==> config.mk <==
export PLATFORM = sky130hd
export DESIGN_NAME = serial_adder_seq
export DESIGN_NICKNAME = d
export VERILOG_FILES = /design/src/rtl/serial_add_pkg.sv /design/src/rtl/full_adder_cell.sv /design/src/rtl/ha.sv /design/src/rtl/serial_adder_seq.sv
export SDC_FILE = /design/constraint.sdc
export NUM_CORES = 1
export LEC_CHECK = 0
export ABC_CLOCK_PERIOD_IN_PS = 1900
export CELL_PAD_IN_SITES_DETAIL_PLACEMENT = 1
export CELL_PAD_IN_SITES_GLOBAL_PLACEMENT = 1
export CORE_MARGIN = 4
export CORE_UTILIZATION = 41
export CTS_CLUSTER_DIAMETER = 40
export DETAILED_ROUTE_END_ITERATION = 10
export PLACE_DENSITY = 0.88
export RECOVER_POWER = 50
export SYNTH_ARGS = -nofsm -noshare
export SYNTH_HDL_FRONTEND = slang
export SYNTH_SLANG_ARGS = --single-unit
export TNS_END_PERCENT = 5
==> constraint.sdc <==
create_clock -name clk_in -period 1.9 [get_ports clk_in]
set_clock_uncertainty 0.1 [all_clocks]
set_input_delay 0.38 -clock clk_in [delete_from_list [all_inputs] [get_ports clk_in]]
set_output_delay 0.38 -clock clk_in [all_outputs]
set_load 0.02 [all_outputs]
==> src/rtl/serial_add_pkg.sv <==
// Shared definitions for the bit-serial adder.
//   state_t       : FSM encoding (IDLE=00, RUN=01, DONE=10)
//   DEFAULT_WIDTH : default operand width
//   cnt_w()       : bit-counter width for a given operand width
package serial_add_pkg;

  typedef enum logic [1:0] {
    ST_IDLE = 2'b00,
    ST_RUN  = 2'b01,
    ST_DONE = 2'b10
  } state_t;

  localparam int DEFAULT_WIDTH = 8;

  function automatic int cnt_w(input int width);
    return $clog2(width);
  endfunction

endpackage

==> src/rtl/full_adder_cell.sv <==
// Combinational full adder built from two half-adder cells.
// Ports:
//   a, b, cin : input bits
//   s         : sum bit
//   co        : carry out
module full_adder_cell (
  input  logic a,
  input  logic b,
  input  logic cin,
  output logic s,
  output logic co
);

  logic s1;
  logic c1;
  logic c2;

  ha u_ha0 (.a(a),  .b(b),   .s(s1), .c(c1));
  ha u_ha1 (.a(s1), .b(cin), .s(s),  .c(c2));

  // At most one of the two half-adder carries can be set, so OR suffices.
  assign co = c1 | c2;

endmodule

==> src/rtl/ha.sv <==
// Half-adder cell.
// Ports:
//   a, b : input bits
//   s    : sum (a ^ b)
//   c    : carry (a & b)
module ha (
  input  logic a,
  input  logic b,
  output logic s,
  output logic c
);

  assign s = a ^ b;
  assign c = a & b;

endmodule

==> src/rtl/serial_adder_seq.sv <==
// Bit-serial, LSB-first adder: {carry_out, sum_out} = a_in + b_in + cin_in.
// One operand bit pair is added per clock through a single full-adder cell.
// Optional macro SERIAL_ADD_OVF_EN adds ovf_out (signed overflow flag).
// Ports:
//   clk_in    : clock, rising edge
//   rst_in    : asynchronous active-high reset
//   start_in  : request an addition (sampled only in IDLE)
//   a_in/b_in : operands, captured on the accepted start edge
//   cin_in    : carry-in, captured on the accepted start edge
//   busy_out  : high in RUN and DONE
//   done_out  : one-cycle result-valid pulse
//   sum_out   : registered sum, held until the next result
//   carry_out : registered final carry, held until the next result
//   ovf_out   : (SERIAL_ADD_OVF_EN only) registered two's-complement overflow
module serial_adder_seq
  import serial_add_pkg::*;
#(
  parameter int WIDTH = DEFAULT_WIDTH
) (
  input  logic             clk_in,
  input  logic             rst_in,
  input  logic             start_in,
  input  logic [WIDTH-1:0] a_in,
  input  logic [WIDTH-1:0] b_in,
  input  logic             cin_in,
  output logic             busy_out,
  output logic             done_out,
  output logic [WIDTH-1:0] sum_out,
`ifdef SERIAL_ADD_OVF_EN
  output logic             ovf_out,
`endif
  output logic             carry_out
);

  localparam int CW = cnt_w(WIDTH);

  state_t state_reg;
  state_t state_next;

  logic [WIDTH-1:0] a_sr_reg;
  logic [WIDTH-1:0] b_sr_reg;
  logic [WIDTH-1:0] psum_reg;
  logic [WIDTH-1:0] psum_next;
  logic [CW-1:0]    count_reg;
  logic             c_q_reg;
  logic             fa_s;
  logic             fa_co;
  logic             last_bit;

  full_adder_cell u_fa (
    .a  (a_sr_reg[0]),
    .b  (b_sr_reg[0]),
    .cin(c_q_reg),
    .s  (fa_s),
    .co (fa_co)
  );

  // New bit enters at the MSB; after WIDTH shifts bit 0 lands at index 0.
  assign psum_next = {fa_s, psum_reg[WIDTH-1:1]};
  assign last_bit  = (count_reg == CW'(WIDTH - 1));

  // State register
  always_ff @(posedge clk_in or posedge rst_in) begin
    if (rst_in) begin
      state_reg <= ST_IDLE;
    end else begin
      state_reg <= state_next;
    end
  end

  // Next-state and status outputs
  always_comb begin
    state_next = state_reg;
    busy_out   = 1'b0;
    done_out   = 1'b0;
    case (state_reg)
      ST_IDLE: begin
        if (start_in) state_next = ST_RUN;
      end
      ST_RUN: begin
        busy_out = 1'b1;
        if (last_bit) state_next = ST_DONE;
      end
      ST_DONE: begin
        busy_out   = 1'b1;
        done_out   = 1'b1;
        state_next = ST_IDLE;
      end
      default: state_next = ST_IDLE;
    endcase
  end

  // Datapath: operand shifters, carry flop, partial sum and result registers
  always_ff @(posedge clk_in or posedge rst_in) begin
    if (rst_in) begin
      a_sr_reg  <= '0;
      b_sr_reg  <= '0;
      psum_reg  <= '0;
      count_reg <= '0;
      c_q_reg   <= 1'b0;
      sum_out   <= '0;
      carry_out <= 1'b0;
`ifdef SERIAL_ADD_OVF_EN
      ovf_out   <= 1'b0;
`endif
    end else begin
      case (state_reg)
        ST_IDLE: begin
          if (start_in) begin
            a_sr_reg  <= a_in;
            b_sr_reg  <= b_in;
            c_q_reg   <= cin_in;
            psum_reg  <= '0;
            count_reg <= '0;
          end
        end
        ST_RUN: begin
          a_sr_reg  <= a_sr_reg >> 1;
          b_sr_reg  <= b_sr_reg >> 1;
          c_q_reg   <= fa_co;
          psum_reg  <= psum_next;
          count_reg <= count_reg + CW'(1);
          if (last_bit) begin
            sum_out   <= psum_next;
            carry_out <= fa_co;
`ifdef SERIAL_ADD_OVF_EN
            // On the MSB step c_q_reg is the carry into the MSB.
            ovf_out   <= c_q_reg ^ fa_co;
`endif
          end
        end
        default: ;
      endcase
    end
  end

endmodule

**Word-level counts from Yosys, hierarchy flattened**

Cells that the tools add are included.

- Register bits: 39

- Add/subtract/negate cells: 1
- Eq/ne operators: 5
- Multiplexer cells: 15
- Bitwise operators: 5
- Reduce and logical (&&, ||, !) cells: 6

Operators with widths:

| kind | number |
|---|---|
| $pmux 8 s2 | 3 |
| $mux 8 | 3 |
| $pmux 3 s2 | 1 |
| $reduce_and 2->1 | 3 |
| $mux 2 | 2 |
| $ne 2x2->1 const B | 2 |
| $pmux 2 s2 | 1 |
| $add 3x1->3 const B | 1 |
| $eq 3x3->1 const B | 1 |
| $mux 1 | 3 |
| $mux 3 | 1 |
| $and 1x1->1 | 2 |
| $eq 2x1->1 const B | 1 |
| $eq 2x2->1 const B | 1 |
| $logic_not 2->1 | 1 |
| $pmux 1 s2 | 1 |
| $reduce_bool 2->1 | 1 |
| $reduce_or 2->1 | 1 |
| $xor 1x1->1 | 2 |
| $or 1x1->1 | 1 |

**Logic depth before layout (Yosys ltp)**

Gate-level depths: netlist of run 1.

- Word-level depth: 4
- Depth in mapped cells: 6
- Depth with buffers taken out: 5

**Hierarchy**

Synthesis of run 1 repeated with hierarchy kept, for this count alone.

- Cells, all modules: 142
- Area, all modules: 1,796.7 um2

Modules (own cells, without submodules):

| module | instances | cells each | area each (um2) | seq. area each (um2) |
|---|---|---|---|---|
| serial_adder_seq | 1 | 139 | 1,765.4 | 950.9 |
| ha | 2 | 1 | 12.5 | 0.0 |
| full_adder_cell | 1 | 1 | 6.3 | 0.0 |

**Worst setup path after synthesis of run 1**

OpenSTA, ideal clock, no wires.

- Kind: reg-to-reg
- Start point: register state_reg[0]
- End point: register a_sr_reg[1]
- Arrival time: 1.390 ns
- Required time: 1.677 ns
- Setup slack: 0.287 ns
- Stages on the path, launching flop included: 7
- Path buffers: 1
- Period minus slack after synthesis: 1.613 ns
- Cells stage by stage: dfrtp_1 inv_1 ha_1 nor2_1 nor2_4 buf_6 o221a_2

- Cells in the longest elaborated chain, start to end: 3

Ends and longest elaborated chain:

| element | RTL line | source |
|---|---|---|
| from (decl) | serial_adder_seq.sv:37 | `state_t state_reg;` |
| from (signal assigned) | serial_adder_seq.sv:67 | `state_reg <= state_next;` |
| $eq 2x1->1 / $logic_not 2->1 (equally long branches) | serial_adder_seq.sv:107 | `case (state_reg)` |
| $reduce_bool 2->1 (no source line) / $ne 2x2->1 (equally long branches) | - |  |
| $reduce_and 2->1 (no source line) | - |  |
| to (signal assigned) | serial_adder_seq.sv:110 | `a_sr_reg <= a_in;` |
| to (signal assigned) | serial_adder_seq.sv:118 | `a_sr_reg <= a_sr_reg >> 1;` |
| to (decl) | serial_adder_seq.sv:40 | `logic [WIDTH-1:0] a_sr_reg;` |

Parallel ways exist; a longest one is shown, timed or not.
A chain may end at the register's enable or synchronous reset.

**Worst setup path in the final report of run 1**

- Start point: register carry_out
- End point: output carry_out

RTL lines:

| element | RTL line | source |
|---|---|---|
| from (decl) | serial_adder_seq.sv:32 | `output logic carry_out` |
| from (signal assigned) | serial_adder_seq.sv:125 | `carry_out <= fa_co;` |

No word-level cell between the ends.

==> results of run 1 <==
==> what timing repair did <==
item                                    CTS  global route
endpoints found under the hold margin     0             0
gates resized for setup                   2             4
endpoints found under the setup margin    2            11
==> worst paths after layout <==
check | slack (ps) | cells after the start | end
max | 140 | 1 | carry_out
min | 410 | 1 | sum_out[3]$_DFFE_PP0P_
max reg2reg | 150 | 5 | a_sr_reg[3]$_DFFE_PP0P_
min reg2reg | 410 | 1 | sum_out[3]$_DFFE_PP0P_
max in group asynchronous | 420 | 3 | state_reg[1]$_DFFE_PP0P_
min in group asynchronous | 710 | 3 | psum_reg[6]$_DFFE_PP0P_
==> cell usage in the layout, fill, tap and decap left out <==
| cell | count |
|---|---|
| a21oi_1 | 3 |
| a22o_1 | 9 |
| and2_1 | 1 |
| and2b_4 | 1 |
| buf_4 | 4 |
| clkbuf_2 | 2 |
| clkbuf_8 | 5 |
| clkdlybuf4s50_1 | 27 |
| clkinv_2 | 2 |
| dfrtp_1 | 38 |
| dlygate4sd2_1 | 1 |
| dlygate4sd3_1 | 1 |
| fa_1 | 1 |
| ha_1 | 4 |
| ha_2 | 1 |
| inv_1 | 4 |
| mux2_2 | 9 |
| mux2i_2 | 1 |
| nand2_1 | 4 |
| nand2_2 | 2 |
| nand2b_1 | 2 |
| nand3_1 | 2 |
| nand3b_1 | 1 |
| nor2_1 | 3 |
| nor2_4 | 1 |
| nor2b_1 | 1 |
| o211a_1 | 1 |
| o21ai_0 | 3 |
| o21bai_1 | 1 |
| o221a_1 | 6 |
| o221a_2 | 8 |
| or3_1 | 14 |
==> cells by family after synthesis <==
family | share of synthesized area [%]
compound gates | 17.0
mux | 6.88
fa+ha+maj | 4.94
buf+inv | 2.99
flops | 56.8
simple gates | 11.4
==> through the flow <==
step	area (µm²)	utilization, %	cells	setup WS [ps]	hold slack, ps
final	2110	55.5	211	143	411
after global routing	2110	55.5	211	42.7	436
after CTS	2110	55.6	211	32.7	411
after detailed placement	2040	53.6	204	-48.1	395
after global placement	2040	53.6	204	43.7	387
after floorplan	1670	-	127	287	366
==> report_power, final <==
group          switching (mW)  internal [mW]  leakage, nW  total [mW]
registers               0.207           1.12        0.467        1.32
clock network           0.270          0.246       0.0438       0.516
logic                   0.650          0.620        0.409        1.27
==> Yosys cell counts <==
library cell,count,area [µm²]
a21oi_1,3,15.0
dfrtp_1,38,951
nand2b_1,2,12.5
o211a_1,1,10.0
mux2_2,9,101
nand2_2,2,12.5
nor2b_1,1,6.26
and2b_4,1,10.0
o21bai_1,1,7.51
inv_1,4,15.0
or3_1,14,87.6
o21ai_0,3,15.0
fa_1,1,20.0
nor2_1,3,11.3
buf_2,4,20.0
nor2_4,1,11.3
buf_6,1,11.3
a22o_1,9,78.8
o221a_2,8,90.1
o221a_1,6,67.6
nand2_1,4,15.0
mux2i_2,1,13.8
nand3b_1,1,7.51
and2_1,1,6.26
ha_1,5,62.6
clkbuf_1,1,3.75
nand3_1,2,10.0
==> layout make-up <==
type	instances	area (µm²)
Inverter	4	15.0
Tap cell	48	60.1
Sequential cell	38	951
Clock inverter	2	10.0
Multi-Input combinational cell	79	674
Clock buffer	5	68.8
Fill cell	407	1690
Timing Repair Buffer	35	329
==> per-layer routing <==
metal / global-route usage, % / routed length, µm
met5: 0 / 0
met3: 3.79 / 162
met2: 27.0 / 1880
met4: 6.47 / 69
met1: 19.7 / 1510
==> results.md, run 1 <==
- Worst-path clk slew: 70 ps
- Run status: finished clean
- Tot Pwr: 3.11 mW
- Critical path's top delay family: buffers and inverters
- RSZ-0062 raised after global routing: no
- Largest net degree at the start of global routing: 39
- Fin crit share: 92.5%
- Hold Buf Count CTS: 0
- Wire per inst: 17.1 µm
- Layout area overhead: 26.0%
- Root buffer cell: clkbuf_8
- Initial Util: 44.0%
- Avg Synthesized Cell Area: 13.2 µm²
- DP HPWL: 2670 µm
- Number of H-tree levels: 2
- Num rows: 22
- Die Y: 71.9 µm
- DR vias/cell: 5.51
- Beginning of the worst hold path: sum_out[3]$_DFFE_PP0P_
- Startpoint types: flip-flop
- Hold Violations, Final: 0
- Yosys reg bits: 38
- Share of cells above drive strength 1: 22.1%
- Clk_lat worst skew: 290 ps
- Critical path launch point: carry_out$_DFFE_PP0P_
- Syn Nets: 153
- Netlist cell types: 27
- Final Setup Violations: 0
- Number of global-route vias before repair: 1260
- Syn Inst Count: 127
- Final GP Congestion: 0.733
- Final wirelength: 3620 µm
- Post-layout nets: 189
- Drt pass-1 iters: 4
- CP Data Arrival Time: 1280 ps
- Max_slew headroom: 39.0%
- Setup TNS Final: 0 ps
- Slew Viols, Final: 0
- Least-Margin Pin Slew: 915 ps
- # IOs: 31
- Die Footprint: 0.00517 mm²
- Global Route Usage Sum: 16.0%
- Critical path's largest stage delay: 620 ps
- Routed Antenna Nets: 0
- Max Root-Sink Buffers: 2
- Core Region: 0.00380 mm²
- Initial antenna violation count: 0
- Synth Warn #: 0
- Final min period: 1760 ps
- CP max stage cell: clkdlybuf4s50_1
- Diode count: 0
- Type of the most critical hold path: flip-flop to flip-flop
- Worst r2r src: state_reg[1]$_DFFE_PP0P_
- CP bufs+invs: 1
- Max Fclk: 569 MHz
- CTS tree: yes
- Post-CTS Setup Bufs: 0
- Worst Path Max Fanout: 2
- Lkg Pwr: 0.920 nW
- Critical-path cell list: clkdlybuf4s50_1
- Grt ovf: 0
- Maximum vdd drop: 0.000758 V
- Max_cap viols: 0
- Pwr Density: 1480 mW/mm²
- Starting DRC count in detailed routing: 68
- First-pass GRT wire length: 6320 µm
- Seq/Total Area, Yosys: 56.8%
- DIE WIDTH: 71.9 µm
- Crit. End Element: primary output
- Via count: 1162
- CP Class: flip-flop to primary output
- Mapped cell area: 0.00167 mm²
- Port Buffers: 30
- WP data required: 1420 ps
- CTS buffer count: 5
- CTS Sinks: 38
- DRC: 0
Power figures use the tool's default switching activity.
==> run 2: changes to the inputs <==
- PLACE_DENSITY: 0.88 -> unset
- PLACE_DENSITY_LB_ADDON: unset -> 0.1
- SETUP_SLACK_MARGIN: unset -> 0.15
==> run 2 against run 1 <==
Against the previous run:
- setup slack improved by 4.8 ps
- combinational power increased by 4%
- sequential power about the same
- die area unchanged
- highest routed layer unchanged
- global-route usage decreased by 0.22 points
- cell count increased by 0.47%
- largest cell class unchanged
- fmax increased by 0.28%
- count of clock-buffer cells in the layout increased by 2
- first-iteration DRC count decreased by 32%
- register-to-register slack improved by 70 ps
- non-clock buffer count increased by 1
==> results.md, run 2 (synthesis results as in run 1) <==
- Run status: finished clean
- Root buffer cell: clkbuf_8
- DP HPWL: 2600 µm
- WP data required: 2020 ps
- Pwr Density: 1480 mW/mm²
- Hold Buf Count CTS: 0
- Worst slack at placement: -48.6 ps
- # IOs: 31
- CTS buffer count: 5
- Hold Violations, Final: 0
- Share of cells above drive strength 1: 21.3%
- Post-CTS Setup Bufs: 0
- Max Fclk: 571 MHz
- Cells on Worst Hold Path: 1
- Reg power frac: 41.8%
- Most frequent cells in the layout: dfrtp_1 (38), clkdlybuf4s50_1 (26), or3_1 (14)
- Comb power frac: 41.8%
- Worst Path Max Fanout: 14
- Diode count: 0
- Die Footprint: 0.00517 mm²
- Startpoint types: input port
- Max Root-Sink Buffers: 2
- CTS tree: yes
- # fillers: 400
- Least-Margin Pin Slew: 929 ps
- Starting DRC count in detailed routing: 46
- Post-layout nets: 190
- Worst-path clk slew: 70 ps
- Initial Util: 44.0%
- Clk_lat worst skew: 280 ps
- Stages on the worst setup path: 4
- Maximum vdd drop: 0.000750 V
- Final min period: 1750 ps
- Max_slew headroom: 38.1%
- Global Route Usage Sum: 15.8%
- Critical-path cell list: dlygate4sd3_1 -> and2b_4 -> nor2_4 -> o221a_1
- DIE WIDTH: 71.9 µm
- First-pass GRT wire length: 6230 µm
- Max_cap viols: 0
- Util after Layout: 55.8%
- Largest net degree at the start of global routing: 39
- Lkg Pwr: 0.916 nW
- R2R depth: 5
- Fin crit share: 92.2%
- Setup TNS Final: 0 ps
- Reg2reg setup slack: 220 ps
- Switch share: 36.0%
- Layout area overhead: 26.8%
- Port Buffers: 30
- RSZ-0062 raised after global routing: yes
- CP max stage cell: dlygate4sd3_1
- Type of the most critical hold path: flip-flop to flip-flop
- DR vias/cell: 5.50
- P_int: 2.02 mW
- Critical path's top delay family: buffers and inverters
- Initial antenna violation count: 0
- Final wirelength: 3670 µm
- Drt pass-1 iters: 5
- CP Data Arrival Time: 1870 ps
- Number of global-route vias before repair: 1298
- CP Class: input port to flip-flop
- Routed Antenna Nets: 0
- Num rows: 22
- Die Y: 71.9 µm
- Commonest non-fill, non-tap cell in the layout: dfrtp_1
- DRC: 0
- Wire per inst: 17.3 µm
- Critical path's largest stage delay: 690 ps
- Via count: 1166
- Slew Viols, Final: 0
- CP bufs+invs: 1
- Grt ovf: 0
- CTS Sinks: 38
- Core Region: 0.00380 mm²
- Number of H-tree levels: 2
- Clock share of power: 16.3%
- Final GP Congestion: 0.740
- Final Setup Violations: 0
- Crit. End Element: flip-flop
- Setup ws final: 148 ps
- Psw: 1.13 mW
-- run 2: layer usage --
| layer | wire length, µm | up-vias | GRT usage [%] |
|---|---|---|---|
| li1 | - | 546 | - |
| met3 | 156 | 5 | 4.35 |
| met5 | 0 | - | 0 |
| met2 | 1790 | 26 | 26.4 |
| met4 | 48 | 0 | 6.26 |
| met1 | 1670 | 589 | 19.3 |
-- run 2: power groups by stage --
stage | Sequential (mW) | Combinational [mW] | Clock [mW]
after global placement | 1.31 | 1.26 | 0
after CTS | 1.32 | 1.35 | 0.526
after detailed placement | 1.33 | 1.33 | 0
after global routing | 1.36 | 1.45 | 0.561
after floorplan | 1.33 | 0.908 | 0
final | 1.32 | 1.32 | 0.514
-- run 2: metrics by stage --
step / area [µm²] / total power, mW / instances / hold slack [ps]
2_1_floorplan: 1670 / 2.23 / 127 / 366
3_3_place_gp: 2040 / 2.57 / 205 / 387
3_5_place_dp: 2040 / 2.66 / 205 / 396
4_1_cts: 2120 / 3.19 / 212 / 410
5_1_grt: 2120 / 3.38 / 212 / 435
6_report: 2120 / 3.15 / 212 / 409
-- run 2: final cells by class --
class	instances	area [µm²]	area share [%]
Tap cell	48	60.1	2.83
Sequential cell	38	951	44.8
Multi-Input combinational cell	79	686	32.3
Timing Repair Buffer	36	333	15.7
Inverter	4	15.0	0.708
Clock buffer	7	76.3	3.60
-- run 2: final timing paths --
path / startpoint / to
setup / recovery: start_in / b_sr_reg[1]$_DFFE_PP0P_
hold / removal: sum_out[4]$_DFFE_PP0P_ / sum_out[4]$_DFFE_PP0P_
setup reg to reg: state_reg[1]$_DFFE_PP0P_ / a_sr_reg[2]$_DFFE_PP0P_
hold reg to reg: sum_out[4]$_DFFE_PP0P_ / sum_out[4]$_DFFE_PP0P_
max in group asynchronous: rst_in / sum_out[2]$_DFFE_PP0P_
min in group asynchronous: rst_in / b_sr_reg[5]$_DFFE_PP0P_
-- run 2: timing repair --
action / CTS / global route
setup endpoints to repair: 26 / 28
pin swaps: 0 / 0
gates resized for setup: 7 / 1
gates cloned: 0 / 0
==> run 3: changes to the inputs <==
- ABC_CLOCK_PERIOD_IN_PS: 1900 -> 2000
- CORE_UTILIZATION: 41 -> 43
- CTS_BUF_LIST: unset -> sky130_fd_sc_hd__clkbuf_8
- SLEW_MARGIN: unset -> 20
- clock period: 1.9 -> 2 ns (I/O delays scaled with it)
==> run 3 against run 2 <==
Against the previous run:
- critical path depth decreased by 1
- sequential share of layout area increased by 0.079 points
- routed wire length decreased by 9.1%
- first-iteration DRC count increased by 87%
- non-clock buffer count decreased by 1
- utilization increased by 1.1 points
- register-to-register slack improved by 40 ps
- sequential power decreased by 5%
- cell count unchanged
- sequential cell count unchanged
- largest power group unchanged
==> results.md, run 3 (synthesis results as in run 1) <==
- Root buffer cell: clkbuf_8
- Fin crit share: 87.4%
- Final Setup Violations: 0
- Startpoint types: flip-flop
- DR vias/cell: 5.42
- First-pass GRT wire length: 5870 µm
- Share of cells above drive strength 1: 22.0%
- Core Region: 0.00372 mm²
- Initial Util: 45.0%
- Reg power frac: 41.9%
- DP HPWL: 2400 µm
- Clock share of power: 18.3%
- RSZ-0062 raised after global routing: yes
- Maximum vdd drop: 0.000607 V
- Max Fclk: 572 MHz
- Num rows: 22
- Clk_lat worst skew: 290 ps
- Post-layout nets: 189
- R2R depth: 5
- Reg2reg setup slack: 260 ps
- Psw: 1.05 mW
- Grt ovf: 0
- Max Root-Sink Buffers: 2
- DIE WIDTH: 70.4 µm
- Worst-path clk slew: 70 ps
- Number of global-route vias before repair: 1229
- Setup TNS Final: 0 ps
- Design Area, Final: 0.00212 mm²
- Switch share: 35.5%
- Diode count: 0
- P_int: 1.92 mW
- CTS tree: yes
- Least-Margin Pin Slew: 919 ps
- Max_slew headroom: 38.7%
- Die Footprint: 0.00495 mm²
- Max_cap viols: 0
- CP Class: flip-flop to primary output
- Worst r2r src: state_reg[1]$_DFFE_PP0P_
- Commonest non-fill, non-tap cell in the layout: dfrtp_1
- Type of the most critical hold path: flip-flop to flip-flop
- FF-to-FF End: a_sr_reg[3]$_DFFE_PP0P_
- # IOs: 31
- Via count: 1148
- Final min period: 1750 ps
- CP Data Arrival Time: 1250 ps
- Global Route Usage Sum: 15.0%
- Final GP Congestion: 0.722
- Layout area overhead: 26.6%
- Port Buffers: 30
- Run status: finished clean
- Starting DRC count in detailed routing: 86
- Post-DP Area: 0.00204 mm²
- Hold Violations, Final: 0
- Routed Antenna Nets: 0
- DRC: 0
- Number of H-tree levels: 2
- Slew Viols, Final: 0
- CTS Sinks: 38
- Largest net degree at the start of global routing: 39
- Lkg Pwr: 0.923 nW
- Hold endpoint: sum_out[1]$_DFFE_PP0P_
- Crit. End Element: primary output
- WP data required: 1500 ps
- Cells on Worst Hold Path: 1
- Worst Path Max Fanout: 3
- Final wirelength: 3330 µm
- CTS buffer count: 5
- Drt pass-1 iters: 4
- Pwr Density: 1400 mW/mm²
- Comb power frac: 39.8%
- Wire per inst: 15.7 µm
- Most frequent cells in the layout: dfrtp_1 (38), clkdlybuf4s50_1 (27), or3_1 (14)
- Die Y: 70.4 µm
- Initial antenna violation count: 0
- Beginning of the worst hold path: sum_out[1]$_DFFE_PP0P_
run 3: cell count changes in the layout (fill, tap and decap cells not counted), sizes merged:
cell	before	now
clkdlybuf4s50	26	27
dlygate4sd3	2	1
clkinvlp	0	1
buf	5	2
clkinv	0	1
clkbuf	9	10
run 3: through the flow:
stage	hold WS (ps)	utilization, %	power (mW)	worst slack [ps]	std cells
after global placement	386	54.8	2.43	90.1	204
final	408	57.0	2.97	251	212
after floorplan	366	-	2.12	387	127
after global routing	428	57.0	3.20	118	212
after CTS	414	57.3	3.02	128	212
after detailed placement	396	54.8	2.48	32.6	204
run 3: how the worst max path moves through the flow:
stage / start / end / slack (ps) / cells past startpoint
2_1_floorplan: state_reg[0]$_DFFE_PP0P_ / a_sr_reg[1]$_DFFE_PP0P_ / 390 / 6
3_3_place_gp: start_in / b_sr_reg[1]$_DFFE_PP0P_ / 90 / 4
3_5_place_dp: start_in / a_sr_reg[6]$_DFFE_PP0P_ / 30 / 4
4_1_cts: state_reg[1]$_DFFE_PP0P_ / busy_out / 130 / 3
5_1_grt: state_reg[1]$_DFFE_PP0P_ / a_sr_reg[3]$_DFFE_PP0P_ / 120 / 5
6_report: state_reg[0]$_DFFE_PP0P_ / done_out / 250 / 3
run 3: per-layer routing:
layer / vias up / GRT usage [%] / routed length (µm)
li1: 543 / - / -
met1: 575 / 20.4 / 1540
met2: 25 / 22.8 / 1600
met3: 5 / 4.03 / 149
met4: 0 / 5.74 / 44
met5: - / 0 / 0
run 3: what timing repair did:
item / 4_1_cts / 5_1_grt
hold buffers: 0 / 0
buffers inserted: 0 / 0
resized for setup: 2 / 2
endpoints found under the hold margin: 0 / 0
setup endpoints to repair: 2 / 10
cloned: 0 / 0
run 3: power groups by stage:
stage | Clock, mW | Combinational [mW] | Sequential, mW
4_1_cts | 0.559 | 1.22 | 1.25
6_report | 0.545 | 1.18 | 1.25
2_1_floorplan | 0 | 0.862 | 1.26
3_3_place_gp | 0 | 1.18 | 1.25
3_5_place_dp | 0 | 1.23 | 1.26
5_1_grt | 0.592 | 1.32 | 1.29
run 3: cell type report:
cell class	instances	area (µm²)
clock buffers	6	82.6
clock inverters	2	12.5
fillers	402	1600
inverters	4	15.0
multi-input cells	79	672
flip-flops and latches	38	951
well taps	48	60.1
repair buffers	35	324
run 3: critical path, cell delays in order, from the launching register on:
cell	delay, ps
dfrtp_1	400
inv_1	90
ha_1	150
dlygate4sd2_1	330
